$ cat config.mk
export PLATFORM = sky130hd
export DESIGN_NAME = lut_neuron_arbiter
export DESIGN_NICKNAME = d
export VERILOG_FILES = /design/src/rtl/lut_neuron_arbiter.sv
export SDC_FILE = /design/constraint.sdc
export NUM_CORES = 1
export LEC_CHECK = 0
export ABC_AREA = 1
export BUFFER_PORTS_ARGS = -buffer_cell sky130_fd_sc_hd__buf_2
export CORE_UTILIZATION = 40
export CTS_CLUSTER_DIAMETER = 80
export DETAILED_ROUTE_END_ITERATION = 10
export PLACE_DENSITY_LB_ADDON = 0.25
export RECOVER_POWER = 50
export SETUP_SLACK_MARGIN = 0.15
export SLEW_MARGIN = 10
export SYNTH_ARGS = -nofsm -noshare
export SYNTH_HDL_FRONTEND = slang
export SYNTH_SLANG_ARGS = --single-unit
$ cat constraint.sdc
create_clock -name clk -period 1.81 [get_ports clk]
set_clock_uncertainty 0.15 [all_clocks]
set_input_delay 0.0905 -clock clk [delete_from_list [all_inputs] [get_ports clk]]
set_output_delay 0.0905 -clock clk [all_outputs]
set_load 0.02 [all_outputs]
$ cat src/rtl/lut_neuron_arbiter.sv
// Round-robin arbiter sharing one combinational neuron LUT among several requesters,
// with a two-stage pipeline (address register, result register) and a tagged response.
module lut_neuron_arbiter #(
  parameter int NUM_REQ  = 4,
  parameter int IN_BITS  = 4,
  parameter int OUT_BITS = 2,
  parameter int ID_W     = (NUM_REQ > 1) ? $clog2(NUM_REQ) : 1
) (
  input  logic                         clk,
  input  logic                         rst_n,
  input  logic [NUM_REQ-1:0]           req_valid,
  input  logic [NUM_REQ*IN_BITS-1:0]   req_addr,
  output logic [NUM_REQ-1:0]           req_ready,
  output logic [IN_BITS-1:0]           lut_addr,
  input  logic [OUT_BITS-1:0]          lut_data,
  output logic                         rsp_valid,
  input  logic                         rsp_ready,
  output logic [OUT_BITS-1:0]          rsp_data,
  output logic [ID_W-1:0]              rsp_id
);

  logic               a_valid;
  logic [ID_W-1:0]    a_id;
  logic [ID_W-1:0]    ptr;
  logic               b_free;
  logic               a_free;
  logic               grant_found;
  logic [ID_W-1:0]    grant_idx;
  logic [ID_W-1:0]    next_ptr;
  logic [ID_W:0]      idx_sum;
  logic [ID_W-1:0]    idx_w;
  logic [IN_BITS-1:0] addr_arr [NUM_REQ];
  logic               accept;

  for (genvar g = 0; g < NUM_REQ; g++) begin : g_unpack
    assign addr_arr[g] = req_addr[g*IN_BITS +: IN_BITS];
  end

  assign b_free = !rsp_valid || rsp_ready;
  assign a_free = !a_valid || b_free;

  // Search starts at the pointer and wraps modulo NUM_REQ; idx_sum has one spare bit
  // so the wrap subtraction never overflows.
  always_comb begin
    grant_found = 1'b0;
    grant_idx   = '0;
    idx_sum     = '0;
    idx_w       = '0;
    for (int k = 0; k < NUM_REQ; k++) begin
      idx_sum = {1'b0, ptr} + (ID_W+1)'(k);
      if (idx_sum >= (ID_W+1)'(NUM_REQ)) begin
        idx_sum = idx_sum - (ID_W+1)'(NUM_REQ);
      end
      idx_w = idx_sum[ID_W-1:0];
      if (!grant_found && req_valid[idx_w]) begin
        grant_found = 1'b1;
        grant_idx   = idx_w;
      end
    end
  end

  always_comb begin
    req_ready = '0;
    if (a_free && grant_found) begin
      req_ready[grant_idx] = 1'b1;
    end
  end

  assign accept   = a_free && grant_found;
  assign next_ptr = (grant_idx == ID_W'(NUM_REQ-1)) ? '0 : grant_idx + ID_W'(1);

  always_ff @(posedge clk or negedge rst_n) begin
    if (!rst_n) begin
      a_valid  <= 1'b0;
      a_id     <= '0;
      lut_addr <= '0;
      ptr      <= '0;
    end else if (accept) begin
      a_valid  <= 1'b1;
      a_id     <= grant_idx;
      lut_addr <= addr_arr[grant_idx];
      ptr      <= next_ptr;
    end else if (b_free) begin
      a_valid  <= 1'b0;
    end
  end

  // Stage B holds its contents whenever the consumer stalls a valid response.
  always_ff @(posedge clk or negedge rst_n) begin
    if (!rst_n) begin
      rsp_valid <= 1'b0;
      rsp_data  <= '0;
      rsp_id    <= '0;
    end else if (b_free) begin
      rsp_valid <= a_valid;
      if (a_valid) begin
        rsp_data <= lut_data;
        rsp_id   <= a_id;
      end
    end
  end

endmodule

==> Word level (Yosys, flattened, before mapping) <==
Cells that the tools add are included.
{ "word_totals": {"regBits": 14, "in_bits": 25, "out_inout_bits": 13, "word_cells": 71} }
{ "classes": {"addsub": 8, "magnitude_cmp": 11, "eq_ne": 1, "n_mux": 29, "n_bitwise": 1, "n_reduce_logical": 14} }
{ "op_table": {"columns": ["cell", "count"], "rows": [
  ["$mux W2", 9],
  ["$lt A2 B3 Y1 const B", 5],
  ["$ge A3 B3 Y1 const B", 4],
  ["$mux W4", 3],
  ["$mux W1", 11],
  ["$bmux W1 S2", 4],
  ["$bmux W4 S2", 1],
  ["$sub A2 B1 Y2 const B", 4],
  ["$add A2 B2 Y3 const B", 2],
  ["$logic_and A1 B1 Y1", 5],
  ["$logic_not A1 Y1", 5],
  ["$add A2 B1 Y3 const B", 1],
  ["$ge A2 B3 Y1 const B", 1],
  ["$not A2 Y3", 1],
  ["$add A2 B1 Y2 const B", 1],
  ["$demux W1 S2", 1],
  ["$eq A2 B2 Y1 const B", 1],
  ["$ge A2 B1 Y1 const B", 1],
  ["$logic_or A1 B1 Y1", 2],
  ["$reduce_and A2 Y1", 1],
  ["$reduce_bool A2 Y1", 1]
]} }

==> Logic depth before layout (Yosys ltp) <==
Gate-level depths: netlist of run 1.
{ "depth": {"depth_word": 19, "ltp_mapped": 16} }

==> Worst setup path before layout of run 1 <==
No wires, ideal clock.
{ "synth_timing": {"path_type": "register to output", "from": "register ptr[0]", "to": "output port req_ready[3]", "arrival_ps": 1688, "required_ps": 1569, "slack_ps": -119, "path_stages_with_launch": 13, "path_buffers": 1, "path_cell_list": "dfrtp_1 buf_6 inv_6 nand2_2 nand3_1 nand2_2 nor2_4 nand3_1 nand3_2 inv_1 nor2_2 inv_1 nor2_1"} }
{ "synth_between": {"elab_chain_len": 19, "elab_cells_between_ends": 44, "cone_classes": "add/sub: 7; order compare: 6; mux: 23; reduce/logical: 8"} }
{ "synth_rtl": {"columns": ["item", "line_no", "source"], "rows": [
  ["start: declaration", "24", "logic [ID_W-1:0] ptr;"],
  ["start signal: assignment", "82", "ptr <= next_ptr;"],
  ["branches (longest 18 deep; another with $add A2 B1 Y3)", null, null],
  ["$mux W4 *", "64", "if (a_free && grant_found) begin"],
  ["end: declaration", "13", "output logic [NUM_REQ-1:0] req_ready,"]
]} }
Every way passes the cells marked *. The select of a mux whose other input is x is not followed.

==> Worst setup path in the final report of run 1 <==
{ "layout_timing": {"from": "register ptr[0]", "to": "output port req_ready[0]"} }
The elaborated chain is that of the path after synthesis.

==> results of run 1 <==
==> worst max-delay path: stages, from the launching register on <==
cell,delay (ps)
dfrtp_2,430
buf_12,150
inv_8,80
nand2_4,50
nand3_2,100
inv_1,60
a31oi_1,270
nand3_4,150
buf_4,170
nor2_4,100
buf_6,120
==> metrics by stage <==
step | hold slack [ps] | std cells | setup WS [ps] | instance area (um^2)
detailed placement | -152 | 236 | -257 | 1460
finish | 22.4 | 261 | -375 | 1820
global route | 34.9 | 261 | -487 | 1820
floorplan | -355 | 157 | 30.4 | 1160
CTS | 3.97 | 259 | -343 | 1760
global placement | -159 | 236 | -201 | 1460
==> flip-flops by register name, summed over array words and instances, names as in the netlist <==
| register | cells |
|---|---|
| a_valid | 1 |
| rsp_id | 2 |
| a_id | 2 |
| rsp_data | 2 |
| ptr | 2 |
| rsp_valid | 1 |
| lut_addr | 4 |
==> kinds of logic after synthesis <==
logic type             Yosys count  synth area share [%]
multiplexers                     3                  3.14
AND/OR/NAND/NOR                 99                  45.4
buffers and inverters           34                  14.4
flip-flops                      14                  32.5
AO/OA/AOI/OAI                    7                  4.53
==> area by class of cell <==
| cell class | instances | area, um^2 |
|---|---|---|
| Tap cell | 30 | 37.5 |
| Clock buffer | 4 | 36.3 |
| Inverter | 31 | 126 |
| Sequential cell | 14 | 353 |
| Timing Repair Buffer | 72 | 524 |
| Fill cell | 178 | 678 |
| Multi-Input combinational cell | 109 | 738 |
| Timing Repair inverter | 1 | 6.26 |
==> timing repair <==
item,CTS,global route
gates resized for setup,28,15
pin swaps,18,12
hold buffers,7,0
buffers inserted,11,2
endpoints found under the setup margin,13,13
gates cloned,1,0
hold endpoints to repair,18,0
==> placed cells by master, fill, tap and decap left out, types with 8 or more instances in the layout <==
cell	Yosys	routed
buf_4	1	21
buf_6	1	10
nand2_1	55	36
dfrtp_1	14	12
nand2_4	1	8
nand2_2	8	20
inv_1	28	21
inv_2	2	8
nand3_2	2	10
buf_2	0	32
==> path summary, 6_finish.rpt <==
check / startpoint / to / slack [ps] / cells after the start
worst max-delay path: ptr[0] / req_ready[0] / -380 / 10
worst min-delay path: rsp_ready / a_valid / 20 / 4
worst max register to register: ptr[0] / lut_addr[2] / -370 / 14
worst min register to register: rsp_id[1] / rsp_id[1] / 340 / 2
max in group asynchronous: rst_n / ptr[0] / 810 / 2
min in group asynchronous: rst_n / rsp_data[0] / 230 / 2
==> layer usage <==
layer | global-route usage [%] | up-vias | share of wire, %
met1 | 26.5 | 567 | 43
met2 | 42.0 | 39 | 52
met5 | 0 | - | 0
met4 | 9.65 | 0 | 1.5
li1 | - | 640 | -
met3 | 1.13 | 8 | 4.2
==> results.py, run 1 <==
metrics = {
    "timing": {
        "worst_slew_margin_rel_pct": 54.3,
        "timing.final.ws_setup_ps": -375,
        "fmax_mhz": 458,
        "timing.final.crit_share_pct": 121,
        "slew_viol_final": 0,
        "worst_pin_slew_ps": 685,
        "setup_viol": 12,
        "rsz0062_at_grt": "true",
        "finalCriticalPeriod_ps": 2190,
        "tns_ps": -3060,
        "finalHoldViolCount": 0,
    },
    "global_routing": {
        "grt_pass1_wl_mm": 4.75,
        "grt_max_degree": 15,
        "first_global_vias": 1186,
        "overflow": 0,
        "grtUsageTotal_pct": 22.6,
        "antenna_found_initial": 0,
    },
    "final_layout": {
        "layout-drive-gt1-share_pct": 57.6,
        "syn2layout_area_growth_pct": 69.1,
        "insertedDiodeCount": 0,
        "final_util_pct": 72.9,
        "num-nets-final": 257,
    },
    "clock_network": {
        "clk_latency_ps": 270,
        "numCtsBuffers": 3,
        "clk_pin_slew_ps": 80,
        "root_buffer": "clkbuf_4",
        "clock-sinks": 14,
        "clockBufferDepth": 2,
        "cts_tree": "done",
        "h-tree-depth": 1,
    },
    "die": {
        "fp.dieH_um": 53.9,
        "start_util_pct": 43.1,
        "io_pins": 38,
        "die-area_um2": 2900,
        "rows": 18,
        "core_region_area_um2": 2500,
        "chipWidth_um": 53.9,
    },
    "synth": {
        "synth_area_leaders": "dfrtp_1 33%, nand2_1 19%, inv_1 9.8%",
        "synth_common_cells": "55 x nand2_1, 28 x inv_1, 16 x nand3_1",
        "ys_warn_count": 0,
        "synth_area_um2": 1080,
        "synth.most_common_cell": "nand2_1",
        "netlist_instances": 157,
        "syn_avg_cell_area_um2": 6.86,
        "yosysTopAreaCell": "dfrtp_1",
        "async_flop_share_pct": 100,
        "synth_cell_type_count": 24,
        "synth_top_area_share_pct": 32.5,
        "synth_seq_cells": 14,
        "synth_seq_area_share_pct": 32.5,
        "synth_ff_type": "dfrtp_1",
        "synth_fp_nets": 182,
        "synth_edf_count": 0,
    },
    "route": {
        "ant_nets": 0,
        "first_iter_violations": 19,
        "wl_per_cell_um": 11.6,
        "firstDrtPassIters": 4,
        "wirelength_mm": 3.02,
        "drc": 0,
        "vias": 1254,
        "vias_per_cell": 4.80,
    },
    "hold_path": {
        "hold_path_class": "in -> reg",
    },
    "outcome": {
        "violations": "negative setup slack",
        "status": "finished with violations",
    },
    "worst_setup_path": {
        "cp.arrival_ps": 1940,
        "cp-start-kind": "flip-flop",
        "crit_path_end_kind": "output port",
        "crit_type": "reg -> out",
        "required_ps": 1570,
        "crit_fanout": 6,
    },
    "placement": {
        "port_buffers": 37,
        "post-dp-hpwl_mm": 1.99,
        "place_congestion": 0.754,
    },
    "run": {
        "drv_cap": 0,
    },
}
Power of run 1 is not shown: default switching activity piles up to over one toggle a cycle in this logic, so the estimate is an artifact.
==> run 2: changes to the inputs <==
Settings changed: RECOVER_POWER 50 to unset.
==> run 2 against run 1 <==
  * Final area hardly changed
  * Global-route usage unchanged
  * Critical path type unchanged
  * Fmax barely moved
  * The flow still finishes with violations (negative setup slack)
  * Cell count stayed put
  * Wire length hardly changed
==> results.py, run 2 (synthesis gave the netlist of run 1 again) <==
metrics = {
    "outcome": {
        "status": "finished with violations",
        "violations": "negative setup slack",
    },
    "clock_network": {
        "clock-sinks": 14,
        "root_buffer": "clkbuf_4",
        "clk_latency_ps": 270,
        "numCtsBuffers": 3,
        "clockBufferDepth": 2,
        "cts_tree": "done",
        "h-tree-depth": 1,
        "clk_pin_slew_ps": 80,
    },
    "final_layout": {
        "syn2layout_area_growth_pct": 69.2,
        "finalNonFillerCells": 261,
        "nFillCells": 179,
        "largest_reg_flops": 4,
        "insertedDiodeCount": 0,
        "final_common_cell": "nand2_1",
        "layout-drive-gt1-share_pct": 58.0,
        "num-nets-final": 257,
        "layout_common_cells": "36 x nand2_1, 33 x buf_2, 21 x inv_1, 21 x buf_4, 20 x nand2_2",
        "max_flop_register": "lut_addr",
    },
    "route": {
        "drc": 0,
        "wirelength_mm": 3.03,
        "vias": 1254,
        "ant_nets": 0,
        "vias_per_cell": 4.80,
        "first_iter_violations": 19,
        "wl_per_cell_um": 11.6,
        "firstDrtPassIters": 4,
    },
    "worst_setup_path": {
        "required_ps": 1570,
        "crit_type": "reg -> out",
        "reg2reg_depth": 14,
        "cp.arrival_ps": 1940,
        "crit_fanout": 6,
        "r2r_slack_ps": -370,
        "crit_path_end": "req_ready[0]",
        "crit-reg2reg-launch": "ptr[0]",
        "cp-start-kind": "flip-flop",
        "cp-startpoint": "ptr[0]",
        "crit_path_end_kind": "output port",
        "worst_r2r_endpoint": "lut_addr[2]",
    },
    "run": {
        "drv_cap": 0,
    },
    "timing": {
        "worst_slew_margin_rel_pct": 79.3,
        "finalHoldViolCount": 0,
        "timing.final.ws_setup_ps": -375,
        "finalCriticalPeriod_ps": 2190,
        "rsz0062_at_grt": "true",
        "slew_viol_final": 0,
        "setup_viol": 12,
        "worst_pin_slew_ps": 309,
        "timing.final.crit_share_pct": 121,
        "tns_ps": -3060,
        "fmax_mhz": 458,
    },
    "global_routing": {
        "grtUsageTotal_pct": 22.6,
        "grt_pass1_wl_mm": 4.75,
        "grt_util_met1_pct": 26.5,
        "grt_use_met2_pct": 42.0,
        "grt_max_degree": 15,
        "first_global_vias": 1186,
        "grt.busiest_layer": "met2",
        "overflow": 0,
        "use_met3_pct": 1.13,
        "antenna_found_initial": 0,
    },
    "placement": {
        "port_buffers": 37,
        "dp_cells": 236,
        "place_congestion": 0.754,
        "post-dp-hpwl_mm": 1.99,
    },
    "hold_path": {
        "hold_path_class": "in -> reg",
    },
    "die": {
        "die-area_um2": 2900,
        "core_region_area_um2": 2500,
        "rows": 18,
        "fp.dieH_um": 53.9,
        "start_util_pct": 43.1,
        "chipWidth_um": 53.9,
        "io_pins": 38,
    },
}
## run 2: changes by cell type in the layout (fill, tap and decap cells not counted)
cell | before | now
buf_2 | 32 | 33
clkbuf_1 | 1 | 0
## run 2: area by class of cell
cell class              count  area (um^2)  area share [%]
multi-input cells         109          738            40.5
repair buffers             72          526            28.8
flip-flops and latches     14          353            19.4
inverters                  31          126            6.93
well taps                  30         37.5            2.06
clock buffers               4         36.3            1.99
repair inverters            1         6.26           0.343
## run 2: critical path: stages, from the launching register on
cell	delay [ps]
dfrtp_2	430
buf_12	150
inv_8	80
nand2_4	50
nand3_2	100
inv_1	60
a31oi_1	270
nand3_4	150
buf_4	170
nor2_4	100
buf_6	120
## run 2: worst min-delay path by stage
| stage | start | slack, ps | depth (start not counted) | endpoint |
|---|---|---|---|---|
| 2_1_floorplan | rst_n | -360 | 0 | a_id[0] |
| 3_3_place_gp | rst_n | -160 | 1 | rsp_valid |
| 3_5_place_dp | rst_n | -150 | 1 | rsp_valid |
| 4_1_cts | req_addr[10] | 4 | 5 | lut_addr[2] |
| 5_1_grt | req_addr[10] | 30 | 5 | lut_addr[2] |
| 6_report | rsp_ready | 20 | 4 | a_valid |
## run 2: metal layers
layer	up-vias	part of all wire (%)
li1	640	-
met1	567	43
met2	39	52
met3	8	4.2
met4	0	1.5
met5	-	0
## run 2: what timing repair did
| item | 4_1_cts | 5_1_grt |
|---|---|---|
| hold buffers | 7 | 0 |
| buffers inserted | 11 | 2 |
| endpoints found under the setup margin | 13 | 13 |
| gates resized for setup | 28 | 15 |
| endpoints found under the hold margin | 18 | 0 |
| gates cloned | 1 | 0 |
| pin swaps | 18 | 12 |
## run 2: through the flow
step	util [%]	setup WS (ps)	hold WS (ps)	cell area [um^2]
after detailed placement	58.5	-257	-152	1460
final	72.9	-375	22.5	1820
after floorplan	-	30.4	-355	1160
after global routing	72.9	-487	34.9	1820
after global placement	58.5	-201	-159	1460
after CTS	70.6	-343	3.97	1760
Power of run 2 is left out for the same reason.
==> run 3: changes to the inputs <==
Clock period 1.81 ns to 2.22 ns, I/O delays scaled along.
==> run 3 against run 2 <==
  * The run now ends clean
  * Sequential cell count unchanged
  * Global-route usage decreased by 0.095 points
  * Via count decreased by 1.8%
  * Worst hold slack improved by 2.3 ps
  * Final area decreased by 3.0%
  * Non-clock buffer count decreased by 2
  * Cell count decreased by 0.77%
  * Critical path depth increased by 2
  * Worst setup slack improved by 390 ps
==> results.py, run 3 (synthesis gave the netlist of run 1 again) <==
metrics = {
    "route": {
        "wl_per_cell_um": 11.5,
        "vias_per_cell": 4.75,
        "firstDrtPassIters": 4,
        "ant_nets": 0,
        "wirelength_mm": 2.98,
        "vias": 1231,
        "drc": 0,
        "first_iter_violations": 25,
    },
    "placement": {
        "place_congestion": 0.754,
        "post-dp-hpwl_mm": 1.94,
        "dp_slack_ps": 38.3,
        "port_buffers": 37,
        "dp_cells": 224,
    },
    "timing": {
        "finalHoldViolCount": 0,
        "setup_viol": 0,
        "worst_slew_margin_rel_pct": 79.6,
        "slew_viol_final": 0,
        "timing.final.ws_setup_ps": 12.6,
        "tns_ps": 0,
        "fmax_mhz": 453,
        "worst_pin_slew_ps": 306,
        "finalCriticalPeriod_ps": 2210,
        "rsz0062_at_grt": "true",
        "timing.final.crit_share_pct": 99.4,
    },
    "worst_setup_path": {
        "crit-reg2reg-launch": "ptr[1]",
        "crit_type": "reg -> out",
        "reg2reg_depth": 16,
        "cp-startpoint": "ptr[1]",
        "cp-start-kind": "flip-flop",
        "crit_fanout": 6,
        "required_ps": 1960,
        "crit_path_end_kind": "output port",
        "r2r_slack_ps": 20,
        "cp.arrival_ps": 1950,
    },
    "final_layout": {
        "insertedDiodeCount": 0,
        "max_flop_register": "lut_addr",
        "final_util_pct": 70.7,
        "layout_common_cells": "40 x nand2_1, 33 x buf_2, 24 x buf_4, 22 x inv_1, 17 x nand2_2",
        "finalNonFillerCells": 259,
        "num-nets-final": 255,
        "layout-drive-gt1-share_pct": 55.0,
        "syn2layout_area_growth_pct": 64.1,
        "final_common_cell": "nand2_1",
        "largest_reg_flops": 4,
    },
    "global_routing": {
        "overflow": 0,
        "first_global_vias": 1112,
        "grt_max_degree": 15,
        "grt_pass1_wl_mm": 4.62,
        "grtUsageTotal_pct": 22.5,
        "antenna_found_initial": 0,
    },
    "clock_network": {
        "cts_tree": "done",
        "h-tree-depth": 1,
        "clock-sinks": 14,
        "clk_pin_slew_ps": 80,
        "root_buffer": "clkbuf_4",
        "clockBufferDepth": 2,
        "clk_latency_ps": 270,
        "numCtsBuffers": 3,
    },
    "die": {
        "die-area_um2": 2900,
        "fp.dieH_um": 53.9,
        "chipWidth_um": 53.9,
        "io_pins": 38,
        "start_util_pct": 43.1,
        "rows": 18,
        "core_region_area_um2": 2500,
    },
    "hold_path": {
        "min_path_cells": 4,
        "hold_path_class": "in -> reg",
        "hold_start": "req_addr[14]",
    },
    "run": {
        "drv_cap": 0,
    },
    "outcome": {
        "status": "finished clean",
    },
}
[run 3: cell types whose count changed in the layout (fill, tap and decap cells not counted), sizes merged]
cell and delta:
dlygate4sd3 -2, clkinv +3, inv -3
[run 3: path summary, 6_finish.rpt]
kind | endpoint
worst max register to register | lut_addr[3]
max in group asynchronous | ptr[0]
worst min register to register | lut_addr[3]
worst max-delay path | req_ready[2]
worst min-delay path | lut_addr[2]
min in group asynchronous | rsp_data[1]
[run 3: stage by stage]
step           instance area (um^2)  hold WS, ps
6_report                       1770         24.8
5_1_grt                        1770         39.0
4_1_cts                        1680         6.43
3_5_place_dp                   1290         -132
3_3_place_gp                   1290         -137
2_1_floorplan                  1080         -335
[run 3: final cells by class]
cell class              instances  area [um^2]
inverters                      31          129
repair inverters                1         5.00
repair buffers                 70          485
multi-input cells             109          722
fillers                       203          732
clock buffers                   4         36.3
flip-flops and latches         14          353
well taps                      30         37.5
[run 3: critical path: stages (launching register included)]
cell and delay, ps:
dfrtp_2 490, clkinv_4 140, nand2_4 100, nand2_4 60, nand2_2 60, nand2_2 60
nor2_4 140, nand3_2 110, nand3_4 120, buf_4 130, nand2_4 50, nor2_4 90
buf_6 120
[run 3: repair_timing]
action | CTS | global route
resized for setup | 52 | 11
pin swaps | 27 | 13
hold endpoints to repair | 18 | 0
buffers inserted | 20 | 5
hold buffers | 5 | 0
endpoints found under the setup margin | 5 | 9
cloned | 0 | 1
[run 3: layer usage]
layer / GRT usage [%] / up-vias / wire [um]
li1: - / 632 / -
met1: 26.1 / 566 / 1210
met2: 42.4 / 30 / 1630
met3: 4.52 / 3 / 119
met4: 3.95 / 0 / 11
met5: 0 / - / 0
Power of run 3 is left out for the same reason.
